--- src/rtl/perf_counter_bank_if.sv ---
`default_nettype none
// ============================================================================
// Module   : perf_counter_bank_if
// Brief    : Control, event and read-port bundle for perf_counter_bank.
// Revision : 1.0 - initial release
// ============================================================================
interface perf_counter_bank_if #(
    parameter int N_EVT = 8,
    parameter int CNT_W = 32,
    parameter int SEL_W = 4
);
    logic             clr;
    logic             halt;
    logic [N_EVT-1:0] en;
    logic [N_EVT-1:0] evt;
    logic             snap;
    logic             rd_shadow;
    logic [SEL_W-1:0] sel;
    logic [CNT_W-1:0] rd_data;
    logic [N_EVT-1:0] ovf;
    logic             halted;

    modport master (
        output clr, halt, en, evt, snap, rd_shadow, sel,
        input  rd_data, ovf, halted
    );

    modport slave (
        input  clr, halt, en, evt, snap, rd_shadow, sel,
        output rd_data, ovf, halted
    );
endinterface
`default_nettype wire

--- src/rtl/perf_counter_bank.sv ---
`default_nettype none
// ============================================================================
// Module   : perf_counter_bank
// Brief    : N_EVT event counters (edge/level per channel), sticky overflow,
//            snapshot shadow bank and registered select-read port; freezes on
//            program halt. Build macro PERF_SAT_EN: saturate instead of wrap.
// Revision : 1.0 - initial release
// ============================================================================
module perf_counter_bank #(
    parameter int               N_EVT     = 8,
    parameter int               CNT_W     = 32,
    parameter int               SEL_W     = 4,
    parameter logic [N_EVT-1:0] EDGE_MASK = '0
) (
    input  logic                clk,
    input  logic                RST,
    perf_counter_bank_if.slave  bus
);

    localparam logic [0:0]       c_ST_RUN    = 1'b0;
    localparam logic [0:0]       c_ST_HALTED = 1'b1;
    localparam logic [CNT_W-1:0] c_ONE       = CNT_W'(1);
    localparam logic [CNT_W-1:0] c_ALL_ONES  = '1;

`ifdef PERF_SAT_EN
    localparam bit c_SATURATE = 1'b1;
`else
    localparam bit c_SATURATE = 1'b0;
`endif

    logic [0:0]       r_state;
    logic [0:0]       w_state_nxt;
    logic             w_running;
    logic [N_EVT-1:0] r_prev;
    logic [N_EVT-1:0] r_ovf;
    logic [N_EVT-1:0] w_inc;
    logic [CNT_W-1:0] r_cnt    [N_EVT];
    logic [CNT_W-1:0] r_shadow [N_EVT];
    logic [CNT_W-1:0] r_rd_data;
    logic [CNT_W-1:0] w_rd_mux;

    assign w_running = (r_state == c_ST_RUN);

    // ------------------------------------------------------------------
    // Run/halt state machine
    // ------------------------------------------------------------------
    always_ff @(posedge clk or negedge RST) begin
        if (!RST) begin
            r_state <= c_ST_RUN;
        end else begin
            r_state <= w_state_nxt;
        end
    end

    always_comb begin
        w_state_nxt = r_state;
        case (r_state)
            c_ST_RUN:    if (bus.halt) w_state_nxt = c_ST_HALTED;
            c_ST_HALTED: w_state_nxt = c_ST_HALTED;
            default:     w_state_nxt = c_ST_RUN;
        endcase
        // Clear always wins over a same-cycle halt.
        if (bus.clr) begin
            w_state_nxt = c_ST_RUN;
        end
    end

    // ------------------------------------------------------------------
    // Per-channel increment qualifier
    // ------------------------------------------------------------------
    generate
        for (genvar gi = 0; gi < N_EVT; gi++) begin : g_inc
            if (EDGE_MASK[gi]) begin : g_edge
                assign w_inc[gi] = w_running & bus.en[gi] & bus.evt[gi] & ~r_prev[gi];
            end else begin : g_level
                assign w_inc[gi] = w_running & bus.en[gi] & bus.evt[gi];
            end
        end
    endgenerate

    // ------------------------------------------------------------------
    // Live counters, overflow flags and edge history
    // ------------------------------------------------------------------
    always_ff @(posedge clk or negedge RST) begin
        if (!RST) begin
            for (int i = 0; i < N_EVT; i++) begin
                r_cnt[i] <= '0;
            end
            r_ovf  <= '0;
            r_prev <= '0;
        end else if (bus.clr) begin
            for (int i = 0; i < N_EVT; i++) begin
                r_cnt[i] <= '0;
            end
            r_ovf  <= '0;
            r_prev <= '0;
        end else begin
            r_prev <= bus.evt;
            for (int i = 0; i < N_EVT; i++) begin
                if (w_inc[i]) begin
                    if (r_cnt[i] == c_ALL_ONES) begin
                        r_ovf[i] <= 1'b1;
                        r_cnt[i] <= c_SATURATE ? c_ALL_ONES : '0;
                    end else begin
                        r_cnt[i] <= r_cnt[i] + c_ONE;
                    end
                end
            end
        end
    end

    // ------------------------------------------------------------------
    // Shadow bank: captures the pre-update live values, even under clr
    // ------------------------------------------------------------------
    always_ff @(posedge clk or negedge RST) begin
        if (!RST) begin
            for (int i = 0; i < N_EVT; i++) begin
                r_shadow[i] <= '0;
            end
        end else if (bus.snap) begin
            for (int i = 0; i < N_EVT; i++) begin
                r_shadow[i] <= r_cnt[i];
            end
        end
    end

    // ------------------------------------------------------------------
    // Read port: unmatched select values fall through to zero
    // ------------------------------------------------------------------
    always_comb begin
        w_rd_mux = '0;
        for (int i = 0; i < N_EVT; i++) begin
            if (bus.sel == SEL_W'(i)) begin
                w_rd_mux = bus.rd_shadow ? r_shadow[i] : r_cnt[i];
            end
        end
    end

    always_ff @(posedge clk or negedge RST) begin
        if (!RST) begin
            r_rd_data <= '0;
        end else begin
            r_rd_data <= w_rd_mux;
        end
    end

    assign bus.rd_data = r_rd_data;
    assign bus.ovf     = r_ovf;
    assign bus.halted  = (r_state == c_ST_HALTED);

endmodule
`default_nettype wire

--- src/flat_wrapper.sv ---
// flat-port wrapper written by rule: the top's interface ports become plain ports
module perf_counter_bank_flat 
#(
    parameter int               N_EVT     = 8,
    parameter int               CNT_W     = 32,
    parameter int               SEL_W     = 4,
    parameter logic [N_EVT-1:0] EDGE_MASK = '0
)
  (clk, RST, bus_clr, bus_halt, bus_en, bus_evt, bus_snap, bus_rd_shadow, bus_sel, bus_rd_data, bus_ovf, bus_halted);
  perf_counter_bank_if #(.N_EVT(N_EVT), .CNT_W(CNT_W), .SEL_W(SEL_W)) bus_i ();
  input  logic clk;
  input  logic RST;
  input wire logic [$bits(bus_i.clr)-1:0] bus_clr;
  input wire logic [$bits(bus_i.halt)-1:0] bus_halt;
  input wire logic [$bits(bus_i.en)-1:0] bus_en;
  input wire logic [$bits(bus_i.evt)-1:0] bus_evt;
  input wire logic [$bits(bus_i.snap)-1:0] bus_snap;
  input wire logic [$bits(bus_i.rd_shadow)-1:0] bus_rd_shadow;
  input wire logic [$bits(bus_i.sel)-1:0] bus_sel;
  output wire logic [$bits(bus_i.rd_data)-1:0] bus_rd_data;
  output wire logic [$bits(bus_i.ovf)-1:0] bus_ovf;
  output wire logic [$bits(bus_i.halted)-1:0] bus_halted;
  assign bus_i.clr = bus_clr;
  assign bus_i.halt = bus_halt;
  assign bus_i.en = bus_en;
  assign bus_i.evt = bus_evt;
  assign bus_i.snap = bus_snap;
  assign bus_i.rd_shadow = bus_rd_shadow;
  assign bus_i.sel = bus_sel;
  assign bus_rd_data = bus_i.rd_data;
  assign bus_ovf = bus_i.ovf;
  assign bus_halted = bus_i.halted;
  perf_counter_bank #(.N_EVT(N_EVT), .CNT_W(CNT_W), .SEL_W(SEL_W), .EDGE_MASK(EDGE_MASK)) u_core (.clk(clk), .RST(RST), .bus(bus_i));
endmodule
--- config.mk ---
export PLATFORM = sky130hd
export DESIGN_NAME = perf_counter_bank_flat
export DESIGN_NICKNAME = d
export VERILOG_FILES = /design/src/rtl/perf_counter_bank_if.sv /design/src/rtl/perf_counter_bank.sv /design/src/flat_wrapper.sv
export SDC_FILE = /design/constraint.sdc
export NUM_CORES = 1
export LEC_CHECK = 0
export BUFFER_PORTS_ARGS = -buffer_cell sky130_fd_sc_hd__buf_2
export CAP_MARGIN = 25
export CORE_UTILIZATION = 55
export CTS_CLUSTER_DIAMETER = 40
export DETAILED_ROUTE_END_ITERATION = 7
export GPL_TIMING_DRIVEN = 0
export PLACE_DENSITY = 0.74
export SKIP_CTS_REPAIR_TIMING = 1
export SLEW_MARGIN = 20
export SYNTH_ARGS = -nofsm -noshare
export SYNTH_HDL_FRONTEND = slang
export SYNTH_SLANG_ARGS = --single-unit
--- constraint.sdc ---
create_clock -name clk -period 1.9 [get_ports clk]
set_input_delay 0.38 -clock clk [delete_from_list [all_inputs] [get_ports clk]]
set_output_delay 0.38 -clock clk [all_outputs]
set_load 0.01 [all_outputs]
* Yosys cells after proc, flatten, opt, wreduce, memory -nomap -nowiden
Cells that the tools add are included.
Storage, ports and cells: logic and storage cells 144, output and inout port bits 41, flip-flop bits (word level) 553, input bits 26
Cells by class: add/subtract/negate cells 8, bitwise operators 17, reductions and logical operators 25, equality and inequality tests 15, multiplexer cells 53
Operators with widths (number):
- two-way mux 32 bit | 32
- adder 32 x 1 -> 32 bit, second input constant | 8
- equality test 32 bit, second input constant | 8
- two-way mux 256 bit | 1
- nonzero test 2 bit | 16
- two-way mux 1 bit | 18
- bitwise AND 1 bit | 16
- equality test 4 x 3 -> 1 bit, second input constant | 4
- AND reduction 2 bit | 8
- equality test 4 x 2 -> 1 bit, second input constant | 2
- two-way mux 8 bit | 1
- equality test 4 x 1 -> 1 bit, second input constant | 1
- logical NOT 4 bit | 1
- one-hot mux 1 bit (2 select lines) | 1
- NOT 1 bit | 1

* Logic depth before layout (Yosys ltp)
depth in word-level cells 9, mapped depth 9

* Worst setup path after synthesis
OpenSTA, ideal clock, no wires.
path type reg2reg, start point register u_core.r_cnt[196] (netlist bit), end point register u_core.r_cnt[201] (netlist bit), data arrival time 1.973 ns, setup time 0.121 ns, cell stages (with the launch flop) 10, required time 1.779 ns, path buffers 4, path slack -0.194 ns, path through dfrtp_1 -> clkbuf_2 -> nand4_1 -> or3_1 -> clkbuf_1 -> nor4_2 -> a21o_1 -> buf_4 -> buf_2 -> nor2_1
On the way: longest elaborated chain between the ends 4, elaborated cells on any way between the ends 5, those cells by class 1 x add/sub; 1 x eq/ne; 3 x mux
RTL lines:
- from (decl) | RTL line perf_counter_bank.sv:37 | logic [CNT_W-1:0] r_cnt [N_EVT];
- from (signal, indexed assignment) | RTL line perf_counter_bank.sv:103 | r_cnt[i] <= c_SATURATE ? c_ALL_ONES : '0;
- from (signal, indexed assignment) | RTL line perf_counter_bank.sv:105 | r_cnt[i] <= r_cnt[i] + c_ONE;
- adder 32 x 1 -> 32 bit / equality test 32 bit (equally long branches) | RTL line perf_counter_bank.sv:105, perf_counter_bank.sv:101
- two-way mux 32 bit * | RTL line perf_counter_bank.sv:101 | if (r_cnt[i] == c_ALL_ONES) begin
- two-way mux 32 bit * | RTL line perf_counter_bank.sv:100 | if (w_inc[i]) begin
- two-way mux 256 bit * | RTL line perf_counter_bank.sv:91 | end else if (bus.clr) begin
Every way passes the cells marked *; elsewhere a longest branch is shown, timed or not. The select of a mux whose other input is x is not followed. A chain may end at the register's enable or synchronous reset.

* Final worst setup path
start point register u_core.r_cnt[47] (netlist bit), end point register u_core.r_cnt[50] (netlist bit)
Same word-level chain as after synthesis.

==> key figures <==
Outcome
  – Status: complete, but fails checks
  – Failing checks: hold timing, setup timing

STA
  – RSZ-0062 raised after global routing: yes
  – Setup Skew: 0.0250 ns
  – Tmin final: roughly 2.2 ns
  – Part of the cycle the worst path needs: 118%
  – Worst-margin pin slew: around 1.1 ns
  – Final setup fails: 230
  – Max Clk Rate: 446 MHz
  – Max_slew headroom: 26.9%
  – PnR worst setup slack: -0.341 ns
  – Final slew viol count: 0
  – Setup TNS: -39.09 ns
  – Final hold violations: 80
  – WHS: -0.258 ns

Min path
  – Hold/Removal Path Class: primary input to asynchronous set/reset pin

Pwr
  – Gate power share: 5.5%
  – Int Pwr: between 0.02 and 0.025 W
  – Tot Pwr: 0.0307 W
  – Clk pwr share: 55.8%
  – Net Sw Power: 0.00746 W
  – VDD IR max: 0.666 mV
  – Flop pwr share: 38.7%
  – LEAKAGE: 16.1 nW
  – P per Cell Area: 849 nW/um2
  – Sw Share: 24.3%

Placement
  – Port-buffer cells: 63
  – Final HPWL DP: 57500 um
  – Dpl ws: -1.98 ns
  – RePlAce Congestion: a little under 1

Logic synthesis
  – Gate Count Post-Synth: roughly 2600
  – Synthesized Nets: approximately 2700
  – Primary FF master, synth: dfrtp_1
  – Number of synthesized flops with an enable pin: 0
  – Post-synthesis sequential area ratio: 48.8%
  – Synth warn: 0
  – Syn Area/Cell: 10.7 um2
  – Mapped Area: 28400 um2
  – Netlist cell types: 71
  – Register bit total from synthesis: 553
  – Fraction of registers with async set/reset: 100%

Global routing
  – Largest net degree at the start of global routing: 102
  – Number of antenna violations at the first check in global routing: 3
  – Vias in the first global route: 21900
  – Total grt overflow: 0
  – First-pass GRT wire length: ~130000 um
  – GRT Util Overall: 31.4%

Route
  – Post-Route WL: 89500 um
  – Drt pass-1 iters: 6
  – Routed Antenna Nets: 0
  – Total number of vias: 23700
  – DRC: 0
  – DR vias/cell: between 6 and 7
  – Initial DRC count: 2329
  – Routed WL per cell: 23.9 um

Critical path
  – Crit path cell chain: nand3_2 -> or3_4 -> or4_4 -> o21ai_4 -> buf_4 -> buf_6 -> nor2_1
  – R2R depth: 7
  – WP data arrival: 2.76 ns
  – CP Capture Type: flip-flop
  – Data required time of the worst path: ~2.4 ns
  – FF-to-FF setup slack: -0.34 ns
  – Largest stage delay, worst path: between 0.4 and 0.5 ns
  – Crit path max-delay cell type: or4_4
  – Critical path class: flip-flop to flip-flop
  – CP Max Fanout: 6
  – Critical R2R Launch: u_core.r_cnt[47]
  – Worst r2r dst: u_core.r_cnt[50]
  – Startpoint types: flip-flop

Clock network
  – Clock buffer depth: 3
  – Clk_lat worst skew: 0.65 ns
  – Clk root buf: clkbuf_16
  – H-tree depth: 3
  – Num CTS Buffers: a little over 90
  – Reg clk slew, reported paths: 0.06 ns
  – Clock sink count: 553
  – CTS tree: done

Finish
  – Synth-to-Final Area Change: 27.7%
  – Commonest cells after routing, fill and taps aside: dfrtp_1 (474), mux2_2 (309), nor2_1 (209), nand2_1 (182), buf_4 (156)
  – Commonest non-fill, non-tap cell in the layout: dfrtp_1
  – Nets: 3022
  – Post-layout util: 71.8%
  – Fraction of layout cells with a size suffix above 1: between 30% and 40%
  – Layout fillers: 3320

Run
  – Max_cap viols: 0

Floorplanning
  – Die span in y: about 230 um
  – Die area: 52500 um2
  – Die Wd: 229 um
  – Num ports: 67
  – Core Rows: 82
  – Initial Util: between 50 and 60%
  – Core Area: 50500 um2
## logic make-up (layout without fill, tap and decap cells)
logic type / after synthesis / count (layout) / share of synthesized area, %
xor gates and xnor gates: 204 / 204 / 6.30
and+or+nand+nor: 917 / 917 / 16.1
DFF: 553 / 553 / 48.8
adders and majority gates: 8 / 8 / 0.353
AOI/OAI and AO/OA: 268 / 269 / 5.88
muxes: 472 / 472 / 19.4
other: 0 / 1 / 0
buffers and inverters: 227 / 643 / 3.21
## worst max path at each step
stage                             endpoint             start  cells after the start  slack [ns]
final                     u_core.r_cnt[50]  u_core.r_cnt[47]                      7       -0.34
after global routing      u_core.r_cnt[90]  u_core.r_cnt[83]                      6       -0.38
after CTS                 u_core.r_cnt[91]           bus_clr                      9       -1.32
after detailed placement  u_core.r_cnt[91]           bus_clr                      9       -1.98
after global placement    u_core.r_cnt[43]               RST                      1      -11.80
after floorplan           u_core.r_cnt[90]  u_core.r_cnt[68]                      6       -0.17
## synth_stat cells, types with 4 or more instances
cell type  number  area (um2)
nor2_1        268        1010
a21o_1          5        37.5
a21oi_1        33         165
nand4_1        81         507
a41oi_1         4        35.0
o21a_1          4        30.0
o21ai_0        71         355
or4_1           5        37.5
xor2_1         88         771
and4_1         26         228
dfrtp_1       553       13800
or2_2           4        25.0
nand3_1       138         691
mux2_2        309        3480
a31oi_1        11        68.8
and2_1         13        81.3
buf_1          12        45.0
inv_1          75         282
nand3b_1       10        75.1
nor4_1         45         282
a32o_1          5        50.1
mux2i_1       131        1310
and3b_1         6        52.6
ha_1            8         100
nand2_1       188         706
o31ai_1         8        60.1
or3_1          17         106
mux4_2         32         721
xnor2_1       116        1020
and3_1         30         188
clkbuf_1      104         390
nand2b_1        5        31.3
buf_2          29         145
buf_4           5        37.5
o22ai_1        97         607
nor3_1         53         265
nor4b_1         7        61.3
## critical path, delay by kind of cell (launching register included)
family / cells / cell delay (ns)
AOI/OAI and AO/OA: 1 / 0.29
buffers and inverters: 2 / 0.29
DFF: 1 / 0.43
and+or+nand+nor: 4 / 1.10
## power by group through the flow
stage	combinational [W]	sequential, W	clock, W
after floorplan	0.000705	0.0121	0
after global placement	0.00131	0.0121	0
after detailed placement	0.00137	0.0121	0
after CTS	0.00138	0.0119	0.0172
after global routing	0.00177	0.0119	0.0178
final	0.00168	0.0119	0.0172
## state kept, by name, summed over array words and instances, names as in the netlist
name / flops
u_core.bus.rd_data: 32
u_core.r_shadow: 256
u_core.bus.halted: 1
u_core.r_cnt: 256
u_core.bus.ovf: 8
## metal layers
layer / up-vias / track usage, % / part of all wire (%)
met4: 2 / 13.1 / 4.9
met2: 1244 / 46.7 / 45
met5: - / 0 / 0.037
li1: 10200 / - / -
met1: 12000 / 44.2 / 41
met3: 268 / 7.16 / 9.3
## final cells by class
cell class,count,area (um2),share of cell area (%)
multi-input combinational,1870,15000,41.4
timing repair buffer,255,2090,5.77
antenna,1,2.50,0.00691
buffer,142,867,2.39
clock inverter,56,641,1.77
tap,672,841,2.32
clock buffer,115,2560,7.07
sequential,553,13900,38.5
inverter,75,285,0.787
## metrics by stage
step / cell area (um2) / hold WS [ns] / instances
finish: 36200 / -0.258 / 3739
global route: 36200 / -0.208 / 3738
CTS: 33100 / -0.245 / 3560
detailed placement: 29900 / 0.431 / 3389
global placement: 29700 / 0.473 / 3384
floorplan: 28600 / 0.0844 / 2649
Power figures use the tool's default switching activity.
